File: src/rtl/lcd_pkg.sv
// Shared types and command constants for the HD44780 character LCD driver.
package lcd_pkg;

    localparam int unsigned BYTE_W = 8;
    localparam int unsigned MCU_W  = BYTE_W + 1;

    typedef enum logic [2:0] {
        INIT0,
        INIT1,
        INIT2,
        INIT3,
        INIT4,
        SETTLE,
        RUN
    } lcd_state_e;

    // MCU word: bit 8 selects data (1) or command (0) register
    typedef struct packed {
        logic              rs;
        logic [BYTE_W-1:0] val;
    } lcd_word_t;

    localparam logic [BYTE_W-1:0] CMD_FUNC_SET  = 8'h3C;
    localparam logic [BYTE_W-1:0] CMD_ENTRY     = 8'h06;
    localparam logic [BYTE_W-1:0] CMD_CLEAR     = 8'h01;
    localparam logic [BYTE_W-1:0] CMD_DISP_ON   = 8'h0F;
    localparam logic [BYTE_W-1:0] CMD_HOME_ADDR = 8'h80;

    function automatic logic [BYTE_W-1:0] init_cmd(input lcd_state_e st);
        logic [BYTE_W-1:0] cmd;
        unique case (st)
            INIT1:   cmd = CMD_ENTRY;
            INIT2:   cmd = CMD_CLEAR;
            INIT3:   cmd = CMD_DISP_ON;
            INIT4:   cmd = CMD_HOME_ADDR;
            default: cmd = CMD_FUNC_SET;
        endcase
        return cmd;
    endfunction

endpackage

File: src/rtl/lcd_step_timer.sv
// Free-running bus step timer: marks step starts and the cycles where e may be high.
module lcd_step_timer #(
    parameter int unsigned STEP_CYCLES = 2624,
    parameter int unsigned E_RISE      = 2,
    parameter int unsigned E_FALL      = 80
) (
    input  logic clk,
    input  logic rst,
    output logic step_start,
    output logic e_window
);

    localparam int unsigned CNT_W = (STEP_CYCLES > 1) ? $clog2(STEP_CYCLES) : 1;

    logic [CNT_W-1:0] cnt_q;
    logic [CNT_W-1:0] cnt_d;

    always_comb begin
        cnt_d = cnt_q + CNT_W'(1);
        if (cnt_q == CNT_W'(STEP_CYCLES - 1)) begin
            cnt_d = '0;
        end
    end

    always_ff @(posedge clk) begin
        if (rst) begin
            cnt_q <= '0;
        end else begin
            cnt_q <= cnt_d;
        end
    end

    // e_window looks one cycle ahead so the registered e lines up with the count
    assign step_start = (cnt_q == '0);
    assign e_window   = (cnt_d >= CNT_W'(E_RISE)) && (cnt_d < CNT_W'(E_FALL));

endmodule

File: src/rtl/lcd_logic.sv
// HD44780 8-bit bus driver: power-on init sequence, then MCU-driven command/data writes.
module lcd_logic
    import lcd_pkg::*;
#(
    parameter int unsigned STEP_CYCLES = 2624,
    parameter int unsigned E_RISE      = 2,
    parameter int unsigned E_FALL      = 80
) (
    input  logic              Clock,
    input  logic              Reset,
    input  logic [MCU_W-1:0]  from_MCU,
    output logic [BYTE_W-1:0] data,
    output logic              rs,
    output logic              rw,
    output logic              e
);

    logic step_start;
    logic e_window;

    lcd_step_timer #(
        .STEP_CYCLES (STEP_CYCLES),
        .E_RISE      (E_RISE),
        .E_FALL      (E_FALL)
    ) u_timer (
        .clk        (Clock),
        .rst        (Reset),
        .step_start (step_start),
        .e_window   (e_window)
    );

    lcd_state_e        state_q, state_d;
    logic [BYTE_W-1:0] data_q, data_d;
    logic              rs_q, rs_d;
    logic              wr_q, wr_d;
    logic              e_q, e_d;
    lcd_word_t         last_q, last_d;
    logic              first_q, first_d;
    lcd_word_t         mcu_w;

    assign mcu_w = lcd_word_t'(from_MCU);

    // Decisions are taken only at step start; everything holds for the rest of the step
    always_comb begin
        state_d = state_q;
        data_d  = data_q;
        rs_d    = rs_q;
        wr_d    = wr_q;
        last_d  = last_q;
        first_d = first_q;

        if (step_start) begin
            wr_d = 1'b0;
            unique case (state_q)
                INIT0:   state_d = INIT1;
                INIT1:   state_d = INIT2;
                INIT2:   state_d = INIT3;
                INIT3:   state_d = INIT4;
                INIT4:   state_d = SETTLE;
                default: state_d = RUN;
            endcase

            if (state_q == RUN) begin
                if (first_q || (mcu_w != last_q)) begin
                    wr_d    = 1'b1;
                    data_d  = mcu_w.val;
                    rs_d    = mcu_w.rs;
                    last_d  = mcu_w;
                    first_d = 1'b0;
                end
            end else if (state_q != SETTLE) begin
                wr_d   = 1'b1;
                data_d = init_cmd(state_q);
                rs_d   = 1'b0;
            end
        end

        e_d = e_window & wr_d;
    end

    always_ff @(posedge Clock) begin
        if (Reset) begin
            state_q <= INIT0;
            data_q  <= '0;
            rs_q    <= 1'b0;
            wr_q    <= 1'b0;
            e_q     <= 1'b0;
            last_q  <= '0;
            first_q <= 1'b1;
        end else begin
            state_q <= state_d;
            data_q  <= data_d;
            rs_q    <= rs_d;
            wr_q    <= wr_d;
            e_q     <= e_d;
            last_q  <= last_d;
            first_q <= first_d;
        end
    end

    assign data = data_q;
    assign rs   = rs_q;
    assign rw   = 1'b0;
    assign e    = e_q;

endmodule

File: config.mk
export PLATFORM = sky130hd
export DESIGN_NAME = lcd_logic
export DESIGN_NICKNAME = d
export VERILOG_FILES = /design/src/rtl/lcd_pkg.sv /design/src/rtl/lcd_step_timer.sv /design/src/rtl/lcd_logic.sv
export SDC_FILE = /design/constraint.sdc
export NUM_CORES = 1
export LEC_CHECK = 0
export ABC_CLOCK_PERIOD_IN_PS = 3100
export BUFFER_PORTS_ARGS = -buffer_cell sky130_fd_sc_hd__buf_4
export CAP_MARGIN = 5
export CELL_PAD_IN_SITES_DETAIL_PLACEMENT = 0
export CELL_PAD_IN_SITES_GLOBAL_PLACEMENT = 1
export CORE_MARGIN = 5
export CORE_UTILIZATION = 48
export CTS_BUF_LIST = sky130_fd_sc_hd__clkbuf_16
export DETAILED_ROUTE_END_ITERATION = 10
export MAX_ROUTING_LAYER = met4
export PLACE_DENSITY = 0.95
export SETUP_SLACK_MARGIN = 0.05
export SLEW_MARGIN = 20
export SYNTH_ARGS = -nofsm -noshare
export SYNTH_HDL_FRONTEND = slang
export SYNTH_SLANG_ARGS = --single-unit
File: constraint.sdc
create_clock -name Clock -period 3.1 [get_ports Clock]
set_input_delay 0.155 -clock Clock [delete_from_list [all_inputs] [get_ports Clock]]
set_output_delay 0.155 -clock Clock [all_outputs]
set_load 0.02 [all_outputs]
Word level (Yosys, flattened, before mapping)
Cells that the tools add are included.
- bits in registers: 36
- output and inout port bits: 11
- word-level logic and storage cells: 42
- add/sub/neg operators: 1
- $lt $le $gt $ge: 2
- eq/ne operators: 9
- multiplexer cells: 13
- bitwise gates (word level): 1
- reductions and logical operators: 7
- operator list (operator ; number):
    $pmux 8 s4 ; 1
    $mux 8 ; 3
    $pmux 3 s5 ; 1
    $add 12x1->12 const B ; 1
    $eq 12x12->1 const B ; 1
    $ge 12x2->1 const B ; 1
    $logic_not 12->1 ; 1
    $lt 12x7->1 const B ; 1
    $mux 12 ; 1
    $ne 9x9->1 ; 1
    $mux 1 ; 7
    $eq 3x2->1 const B ; 2
    $eq 3x3->1 const B ; 2
    $reduce_and 3->1 ; 2
    $eq 3x1->1 const B ; 1
    $logic_not 3->1 ; 1
    $ne 3x3->1 const B ; 1
    $ne 2x1->1 const B ; 1
    $reduce_bool 2->1 ; 1
    $and 1x1->1 ; 1
    $logic_and 1x1->1 ; 1
    $logic_or 1x1->1 ; 1

Depth between registers and ports, before layout
Gate-level depths: netlist (run 1).
- word-level depth: 6
- gate-level depth with buffers: 8

Cells and area by module
Synthesis (run 1) repeated with hierarchy kept, for this count alone.
- cell total of the unflattened synthesis: 224
- area total of the unflattened synthesis: 2014.4 sq um
- modules (own cells, without submodules) (module ; instances ; cells an instance ; area each (sq um) ; seq. area each (sq um)):
    lcd_logic ; 1 ; 129 ; 1193.6 ; 480.5
    lcd_step_timer ; 1 ; 95 ; 820.8 ; 240.2

Worst setup path before layout (run 1)
No wires, ideal clock.
- path type: register to register
- from: register u_timer.cnt_q[0]
- to: register e_q, in the netlist e
- arrival time: 1680 ps
- data required time: 3013 ps
- slack: 1333 ps
- cell stages (with the launch flop): 8
- clock period less this slack: 1767 ps
- path through: dfxtp_1 -> ha_1 -> buf_4 -> and3_4 -> a211o_1 -> a211oi_2 -> a21oi_2 -> nor4b_4
- cells in the longest elaborated chain, start to end: 5
- elaborated cells between the ends (all ways): 9
- those cells by class: add/sub (1); order compare (2); eq/ne (1); mux (2); bitwise (1); reduce/logical (2)
- ends and longest elaborated chain (item ; line ; RTL):
    start: declaration ; lcd_step_timer.sv:15 ; logic [CNT_W-1:0] cnt_q;
    start signal: assignment ; lcd_step_timer.sv:29 ; cnt_q <= cnt_d;
    $add 12x1->12 / $eq 12x12->1 (equally long branches) ; lcd_step_timer.sv:19, lcd_step_timer.sv:20 ;
    $mux 12 ; lcd_step_timer.sv:20 ; if (cnt_q == CNT_W'(STEP_CYCLES - 1)) begin
    $ge 12x2->1 / $lt 12x7->1 (equally long branches) ; lcd_step_timer.sv:35 ; assign e_window = (cnt_d >= CNT_W'(E_RISE)) && (cnt_d < CNT_W'(E_FALL));
    $logic_and 1x1->1 ; lcd_step_timer.sv:35 ;
    $and 1x1->1 * ; lcd_logic.sv:78 ; e_d = e_window & wr_d;
    end signal: assignment ; lcd_logic.sv:87 ; e_q <= 1'b0;
    end signal: assignment ; lcd_logic.sv:95 ; e_q <= e_d;
    end: declaration ; lcd_logic.sv:36 ; logic e_q, e_d;
Every way passes the cells marked *; elsewhere a longest branch is shown, timed or not.
A chain may end at the register's enable or synchronous reset.

Worst setup path in the final report (run 1)
- from: register state_q[2]
- to: register e_q, in the netlist e
- cells in the longest elaborated chain, start to end: 5
- elaborated cells between the ends (all ways): 6
- those cells by class: eq/ne (2); mux (3); bitwise (1)
- ends and longest elaborated chain (item ; line ; RTL):
    start: declaration ; lcd_logic.sv:32 ; lcd_state_e state_q, state_d;
    start signal: assignment ; lcd_logic.sv:91 ; state_q <= state_d;
    $ne 3x3->1 ; lcd_logic.sv:71 ; end else if (state_q != SETTLE) begin
    $mux 1 ; lcd_logic.sv:71 ;
    $mux 1 * ; lcd_logic.sv:63 ; if (state_q == RUN) begin
    $mux 1 * ; lcd_logic.sv:52 ; if (step_start) begin
    $and 1x1->1 * ; lcd_logic.sv:78 ;
Marked as above.

==> results of run 1 <==
## routing by layer
metal,GRT usage (%),vias to the layer above,wire length (microns)
met5,-,-,0
met4,7.39,0,108
met3,4.10,11,240
met2,23.9,43,2090
met1,21.9,850,2080
li1,-,906,-
## stage by stage
stage	cells	hold slack, ns	power (mW)	setup WS (ns)	utilization (%)
2_1_floorplan	255	0.302	0.676	1.33	-
3_3_place_gp	303	0.439	0.730	0.860	51.1
3_5_place_dp	303	0.447	0.732	0.789	51.1
4_1_cts	310	0.155	1.20	0.755	54.1
5_1_grt	310	0.165	1.25	0.573	54.1
6_report	310	0.154	1.19	0.762	54.1
## layout by cell type, fill, tap and decap left out, drive strengths merged, types with 2 or more instances in the layout
cell type  netlist  layout
xor2            12      12
a21o             3       3
nor3b            3       3
nor2            20      20
nand4            9       9
nor2b            5       5
mux2             2       2
nor4             5       5
nand3           18      18
and4             3       3
inv              7       7
clkinv           0       2
dfxtp           36      36
clkbuf           9       5
a311oi           2       2
xnor2            9       9
nor3            10      10
nand2           12      12
o21ai           14      14
and3             4       4
a31oi            6       6
ha               2       2
a21oi           23      23
buf             16      21
or3              2       2
a21bo            9       9
## power by group
group / switching, mW / internal, mW
logic: 0.115 / 0.0870
registers: 0.0360 / 0.486
clock network: 0.181 / 0.287
total: 0.333 / 0.860
## layout make-up
cell class | count | share of cell area (%)
Sequential cell | 36 | 30.4
Inverter | 7 | 1.11
Clock inverter | 2 | 0.316
Clock buffer | 5 | 5.27
Multi-Input combinational cell | 187 | 53.5
Tap cell | 52 | 2.74
Timing Repair Buffer | 21 | 6.65
## worst paths after layout
kind                                               from                endpoint  slack, ns  cells after the start
worst max-delay path            state_q[2]$_SDFFE_PP0N_            e$_SDFF_PP0_       0.76                      4
worst min-delay path                        from_MCU[5]  last_q[5]$_SDFFE_PP0P_       0.15                      3
worst min register to register     first_q$_SDFFE_PP1P_    first_q$_SDFFE_PP1P_       0.46                      1
worst max register to register  state_q[2]$_SDFFE_PP0N_            e$_SDFF_PP0_       0.76                      4
## cells by family after synthesis
| kind of cell | count (synthesis) | share of synthesized area, % |
|---|---|---|
| fa+ha+maj | 2 | 1.15 |
| flops | 36 | 33.2 |
| buf+inv | 32 | 8.35 |
| simple gates | 95 | 26.3 |
| other cells | 1 | 0.173 |
| compound gates | 65 | 20.9 |
| xor+xnor | 21 | 8.47 |
| mux | 3 | 1.50 |
## registers in the layout, summed over array words and instances (netlist names)
register,cells
e,1
data,8
wr_q,1
state_q,3
rs,1
last_q,9
first_q,1
u_timer.cnt_q,12
## worst max-delay path: cells and delay by family (launching register included)
kind | cells | cell delay, ns
flops | 1 | 0.74
simple gates | 2 | 0.45
compound gates | 2 | 1.06
==> results.tsv, run 1 <==
stage	metric	value	unit
timing	fin_setup_tns	0	ns
worst_setup_path	worstPathCellList	nand2_1 -> a311oi_4 -> o31a_2 -> nor4b_4	
route	drtIter0Drc	144	
layout	regArea	721	sq um
synth	netlist_area	2170	sq um
worst_setup_path	cp.required	3.29	ns
clock_network	cts_root_buf	clkbuf_16	
layout	diodes	0	
route	routed_wl	4510	microns
timing	max_slew_margin	43.9	%
worst_hold_path	hp-class	input port to flop	
worst_setup_path	cp-end-kind	flop	
flow_run	cap_violations	0	
layout	postLayoutCellArea	2370	sq um
clock_network	ctsResizeCount	0	
timing	hold_violations	0	
synth	yosys-top-cells-area	dfxtp_1 (33%), xor2_1 (4.8%), a21oi_1 (4.6%), nand3_1 (4.1%), a21bo_2 (3.7%)	
synth	synth.most_common_cell	dfxtp_1	
timing	slew_violations	0	
route	wl_per_cell	14.6	microns
clock_network	clk-insertion-delay-late	0.28	ns
synth	syn_nets	268	
timing	worst_slew_pin_slew	0.842	ns
grt	antenna_found_initial	0	
grt	grt_max_degree	28	
timing	max_freq	428	MHz
synth	synthTopCellsByCount	dfxtp_1 (36), a21oi_1 (20), nor2_1 (20)	
die	dieArea	5970	sq um
layout	fillers	417	
synth	synth_area_leader_cell	dfxtp_1	
synth	syn_avg_cell_area	8.52	sq um
grt	grt_use_total	16.6	%
route	first_pass_iters	4	
synth	synth_edf_count	0	
pwr	ir_drop	0.000252	V
place	dpl_cell_area	2240	sq um
layout	nNetsFinal	271	
clock_network	cts_max_level	2	
route	detail_route.vias_per_cell	5.84	
synth	synth.distinct_cells	48	
die	die_h	77.3	microns
pwr	powerDensity	503	nW/um^2
place	place_congestion	0.833	
worst_setup_path	critPathLaunchType	flop	
worst_setup_path	critPathMaxFanout	22	
synth	synth-warning-count	0	
status	status	complete, no violations	
clock_network	cts_tree	built	
timing	rsz0062_at_grt	false	
grt	grt_overflow	0	
clock_network	post_cts_buffers	0	
clock_network	cts_made_buffers	5	
layout	multiInputGateArea	1270	sq um
layout	area_delta_synth_final	9.22	%
synth	ys_ff_latch	36	
route	drc	0	
die	coreArea	4380	sq um
synth	ys.flop_type	dfxtp_1	
timing	period_share	75.4	%
timing	skew	0.00587	ns
synth	yosysSeqAreaShare	33.2	%
route	via_count	1810	
place	port_buffers	20	
grt	grt_pass1_wl	7940	microns
die	rows	24	
place	hpwl	3110	microns
pwr	leakagePower	0.888	nW
worst_setup_path	critical_path_class	flop to flop	
die	start_util	49.5	%
worst_setup_path	cp_slowest_cell	a311oi_4	
synth	synthCells	255	
synth	async_flop_share	0	%
worst_setup_path	cpPeakStageDelay	0.81	ns
timing	fin_crit	2.34	ns
grt	grt_pass1_vias	1732	
clock_network	cts.sinks	36	
die	ios	22	
worst_setup_path	worstPathArrival	2.53	ns
clock_network	hold_buffers	0	
clock_network	cts_buffer_depth	2	
clock_network	clkTransAtPathRegs	0.05	ns
die	fp.dieW	77.3	microns
layout	drive_gt1_share	19.4	%
route	antenna_left	0	
synth	synth.top_cell.area_share	33.2	%
timing	setup-violations-final	0	
Power figures use the tool's default switching activity.
==> run 2, diff against run 1 <==
ABC_CLOCK_PERIOD_IN_PS = 1900   (was 3100)
CORE_UTILIZATION = 40   (was 48)
PLACE_DENSITY = 0.87   (was 0.95)
clock period = 1.9 ns   (was 3.1 ns; I/O delays follow)
==> run 2 against run 1 <==
Die area rose by 17%; register-to-register slack got worse by 0.63 ns; clock power rose by 96%.
==> results.tsv, run 2 (same netlist as run 1, synthesis figures left out) <==
stage	metric	value	unit
grt	grt_pass1_vias	1840	
timing	skew	0.00337	ns
grt	grt_max_degree	28	
die	ios	22	
die	fp.dieW	83.7	microns
route	first_pass_iters	4	
layout	drive_gt1_share	25.3	%
place	port_buffers	20	
place	place_congestion	0.873	
route	antenna_left	0	
place	place_inst	335	
layout	final_cell_mix	dfxtp_1 (35), buf_4 (35), nor2_1 (20), a21oi_1 (20), nand3_1 (18)	
layout	fillers	534	
clock_network	clkTransAtPathRegs	0.05	ns
timing	fin_setup_tns	0	ns
route	wl_per_cell	13.5	microns
timing	period_share	93.0	%
layout	nNetsFinal	285	
timing	hold_violations	0	
layout	multiInputGateArea	1270	sq um
clock_network	cts_buffer_depth	2	
layout	largest_reg_flops	12	
worst_setup_path	critPathLaunchType	flop	
worst_setup_path	worstPathArrival	1.96	ns
layout	final_cells	343	
flow_run	cap_violations	0	
pwr	leakagePower	0.981	nW
pwr	ir_drop	0.000557	V
timing	slew_violations	0	
clock_network	hold_buffers	0	
pwr	powerDensity	836	nW/um^2
timing	setup-violations-final	0	
grt	grt_pass1_wl	8290	microns
die	die_h	83.7	microns
clock_network	clk-insertion-delay-late	0.28	ns
clock_network	cts.sinks	36	
die	rows	26	
grt	antenna_found_initial	0	
route	routed_wl	4640	microns
layout	regArea	722	sq um
die	start_util	41.7	%
clock_network	post_cts_buffers	0	
timing	rsz0062_at_grt	true	
clock_network	cts_made_buffers	5	
worst_setup_path	critical_path_class	flop to flop	
grt	grt_use_total	14.9	%
worst_hold_path	hp-class	input port to flop	
worst_setup_path	cp.required	2.10	ns
route	drc	0	
status	status	complete, no violations	
route	drtIter0Drc	131	
layout	regMostFlops	u_timer.cnt_q	
die	dieArea	7000	sq um
worst_setup_path	cp-end-kind	flop	
clock_network	cts_root_buf	clkbuf_16	
die	coreArea	5200	sq um
layout	diodes	0	
clock_network	cts_tree	built	
timing	fin_crit	1.77	ns
route	via_count	1852	
grt	grt_overflow	0	
timing	max_freq	566	MHz
clock_network	cts_max_level	2	
worst_setup_path	critPathMaxFanout	7	
layout	area_delta_synth_final	16.8	%
place	hpwl	3480	microns
route	detail_route.vias_per_cell	5.40	
==> run 2: timing repair <==
| action | CTS | global route |
|---|---|---|
| endpoints found under the setup margin | 1 | 2 |
| gates cloned | 0 | 0 |
| resized for setup | 1 | 2 |
==> run 2: path summary, 6_finish.rpt <==
kind                            end  cells after the start  slack (ns)                   startpoint
max reg2reg            e$_SDFF_PP0_                      7        0.13  u_timer.cnt_q[0]$_SDFF_PP0_
max                    e$_SDFF_PP0_                      7        0.13  u_timer.cnt_q[0]$_SDFF_PP0_
min          last_q[0]$_SDFFE_PP0P_                      3        0.09                  from_MCU[0]
min reg2reg    first_q$_SDFFE_PP1P_                      1        0.47         first_q$_SDFFE_PP1P_
==> run 2: routing by layer <==
layer	vias to the layer above	GRT usage (%)	part of all wire (%)	wire length, microns
met2	35	23.8	49	2280
met1	862	17.0	43	2020
li1	940	-	-	-
met3	15	4.05	3.5	164
met5	-	-	0	0
met4	0	7.60	3.8	177
==> run 2: final cells by class <==
type / instances / share of cell area (%)
flip-flops and latches: 36 / 28.5
well taps: 70 / 3.45
clock inverters: 3 / 1.53
inverters: 7 / 1.04
repair buffers: 35 / 10.4
multi-input cells: 187 / 50.2
clock buffers: 5 / 4.93
==> run 2: critical path: stages, from the launching register on <==
cell     delay (ns)
dfxtp_1        0.36
ha_2           0.24
buf_4          0.15
and3_1         0.21
nor3_1         0.14
a31oi_1        0.07
mux2_2         0.31
nor4b_4        0.20
==> run 2: stage by stage <==
stage               setup slack (ns)  hold slack, ns  util (%)  area (sq um)  power, mW
finish                         0.132          0.0931      48.7          2540       2.12
global route                  0.0259           0.109      48.7          2540       2.24
CTS                           0.0507          0.0873      48.7          2530       2.15
detailed placement            0.0723           0.384      45.5          2370       1.22
global placement               0.136           0.379      45.5          2370       1.21
floorplan                      0.133           0.242         -          2170       1.10
==> run 2: where the power goes <==
group,switching [mW],internal (mW)
Clock,0.307,0.611
Sequential,0.0360,0.793
Combinational,0.213,0.159
Total,0.556,1.56
==> run 3, diff against run 2 <==
BUFFER_PORTS_ARGS = -buffer_cell sky130_fd_sc_hd__buf_2   (was -buffer_cell sky130_fd_sc_hd__buf_4)
==> run 3 against run 2 <==
Setup slack improved by 0.0083 ns; critical path type unchanged; cell count grew 1.2%; combinational power is 3% lower; largest power group unchanged; sequential power is 0.6% lower; register-to-register slack barely moved; cell area fell by 0.84%; non-clock buffer count increased by 4; sequential cell count is the same; critical endpoint unchanged; total power down 0.82%.
==> results.tsv, run 3 (same netlist as run 1, synthesis figures left out) <==
stage	metric	value	unit
status	status	complete, no violations	
worst_setup_path	cp.required	2.09	ns
grt	grt_max_degree	28	
timing	slew_violations	0	
timing	hold_violations	0	
route	via_count	1877	
worst_hold_path	hp-class	input port to flop	
layout	fin_util	48.3	%
flow_run	cap_violations	0	
timing	setup-violations-final	0	
die	dieArea	7000	sq um
route	wl_per_cell	13.9	microns
layout	nNetsFinal	289	
die	fp.dieW	83.7	microns
worst_setup_path	critical_path_class	flop to flop	
timing	skew	0.00552	ns
place	place_congestion	0.843	
grt	grt_pass1_vias	1835	
pwr	powerDensity	836	nW/um^2
route	detail_route.vias_per_cell	5.41	
place	dpl_cell_area	2350	sq um
place	port_buffers	20	
timing	whs	0.0957	ns
timing	rsz0062_at_grt	true	
layout	regMostFlops	u_timer.cnt_q	
route	drc	0	
layout	area_delta_synth_final	15.8	%
clock_network	clk-insertion-delay-late	0.28	ns
layout	drive_gt1_share	26.0	%
clock_network	hold_buffers	0	
timing	max_freq	568	MHz
route	antenna_left	0	
clock_network	cts_max_level	2	
pwr	ir_drop	0.000432	V
clock_network	cts_buffer_depth	2	
timing	fin_crit	1.76	ns
die	die_h	83.7	microns
worst_setup_path	cp-end-kind	flop	
timing	fin_ws	0.140	ns
clock_network	cts_root_buf	clkbuf_16	
clock_network	cts.sinks	36	
place	pre_cts_ws	0.0631	ns
route	first_pass_iters	4	
layout	postLayoutCellArea	2510	sq um
route	drtIter0Drc	102	
route	routed_wl	4830	microns
clock_network	cts_made_buffers	5	
die	rows	26	
timing	period_share	92.6	%
grt	grt_pass1_wl	8250	microns
grt	grt_use_total	14.6	%
pwr	leakagePower	0.989	nW
grt	antenna_found_initial	0	
layout	layout_commonest_cell	dfxtp_1	
worst_setup_path	worstPathArrival	1.95	ns
layout	largest_reg_flops	12	
layout	diodes	0	
worst_setup_path	critPathLaunchType	flop	
clock_network	clkTransAtPathRegs	0.06	ns
timing	max_slew_margin	66.5	%
timing	fin_setup_tns	0	ns
die	ios	22	
die	start_util	41.7	%
clock_network	cts_tree	built	
worst_setup_path	critPathMaxFanout	8	
timing	worst_slew_pin_slew	0.502	ns
place	hpwl	3560	microns
grt	grt_overflow	0	
die	coreArea	5200	sq um
layout	final_cell_mix	dfxtp_1 (36), nor2_1 (20), a21oi_1 (20), buf_2 (20), buf_4 (19)	
==> run 3: cell types whose count changed in the layout (fill, tap and decap cells not counted), sizes merged <==
cell,change
buf,+4
==> run 3: cell type report <==
class,count,area [sq um]
Inverter,7,26.3
Fill cell,513,2690
Timing Repair Buffer,39,243
Sequential cell,36,721
Multi-Input combinational cell,187,1270
Tap cell,70,87.6
Clock inverter,3,38.8
Clock buffer,5,125
==> run 3: final timing paths <==
path | startpoint | to | slack [ns] | cells past startpoint
worst max-delay path | u_timer.cnt_q[1]$_SDFF_PP0_ | e$_SDFF_PP0_ | 0.14 | 6
worst min-delay path | from_MCU[3] | last_q[3]$_SDFFE_PP0P_ | 0.1 | 3
worst max register to register | u_timer.cnt_q[1]$_SDFF_PP0_ | e$_SDFF_PP0_ | 0.14 | 6
worst min register to register | first_q$_SDFFE_PP1P_ | first_q$_SDFFE_PP1P_ | 0.46 | 1
==> run 3: per-stage QoR <==
stage	cells	total power [mW]
after floorplan	255	1.10
after global placement	339	1.20
after detailed placement	339	1.20
after CTS	347	2.12
after global routing	347	2.21
final	347	2.10
==> run 3: layer usage <==
layer	vias up	part of all wire (%)	wire (microns)	GRT usage, %
met2	32	50	2430	24.8
met5	-	0	0	-
met4	0	1.4	69	4.68
li1	949	-	-	-
met3	8	3.5	170	4.44
met1	888	45	2160	16.4
==> run 3: worst max-delay path, stage by stage (launching register included) <==
cell	delay (ns)
dfxtp_1	0.35
ha_2	0.24
and3_4	0.18
a211o_1	0.30
a211oi_2	0.24
a21oi_2	0.10
nor4b_4	0.27
==> run 3: what timing repair did <==
action,4_1_cts,5_1_grt
pin swaps,0,2
setup endpoints to repair,1,4
resized for setup,1,2
buffers inserted,0,0
==> run 3: power by group <==
part	switching, mW	total, mW	leakage [nW]	internal, mW
Combinational	0.218	0.362	0.611	0.144
Sequential	0.0307	0.824	0.293	0.793
Clock	0.305	0.916	0.0850	0.611
Total	0.553	2.10	0.989	1.55
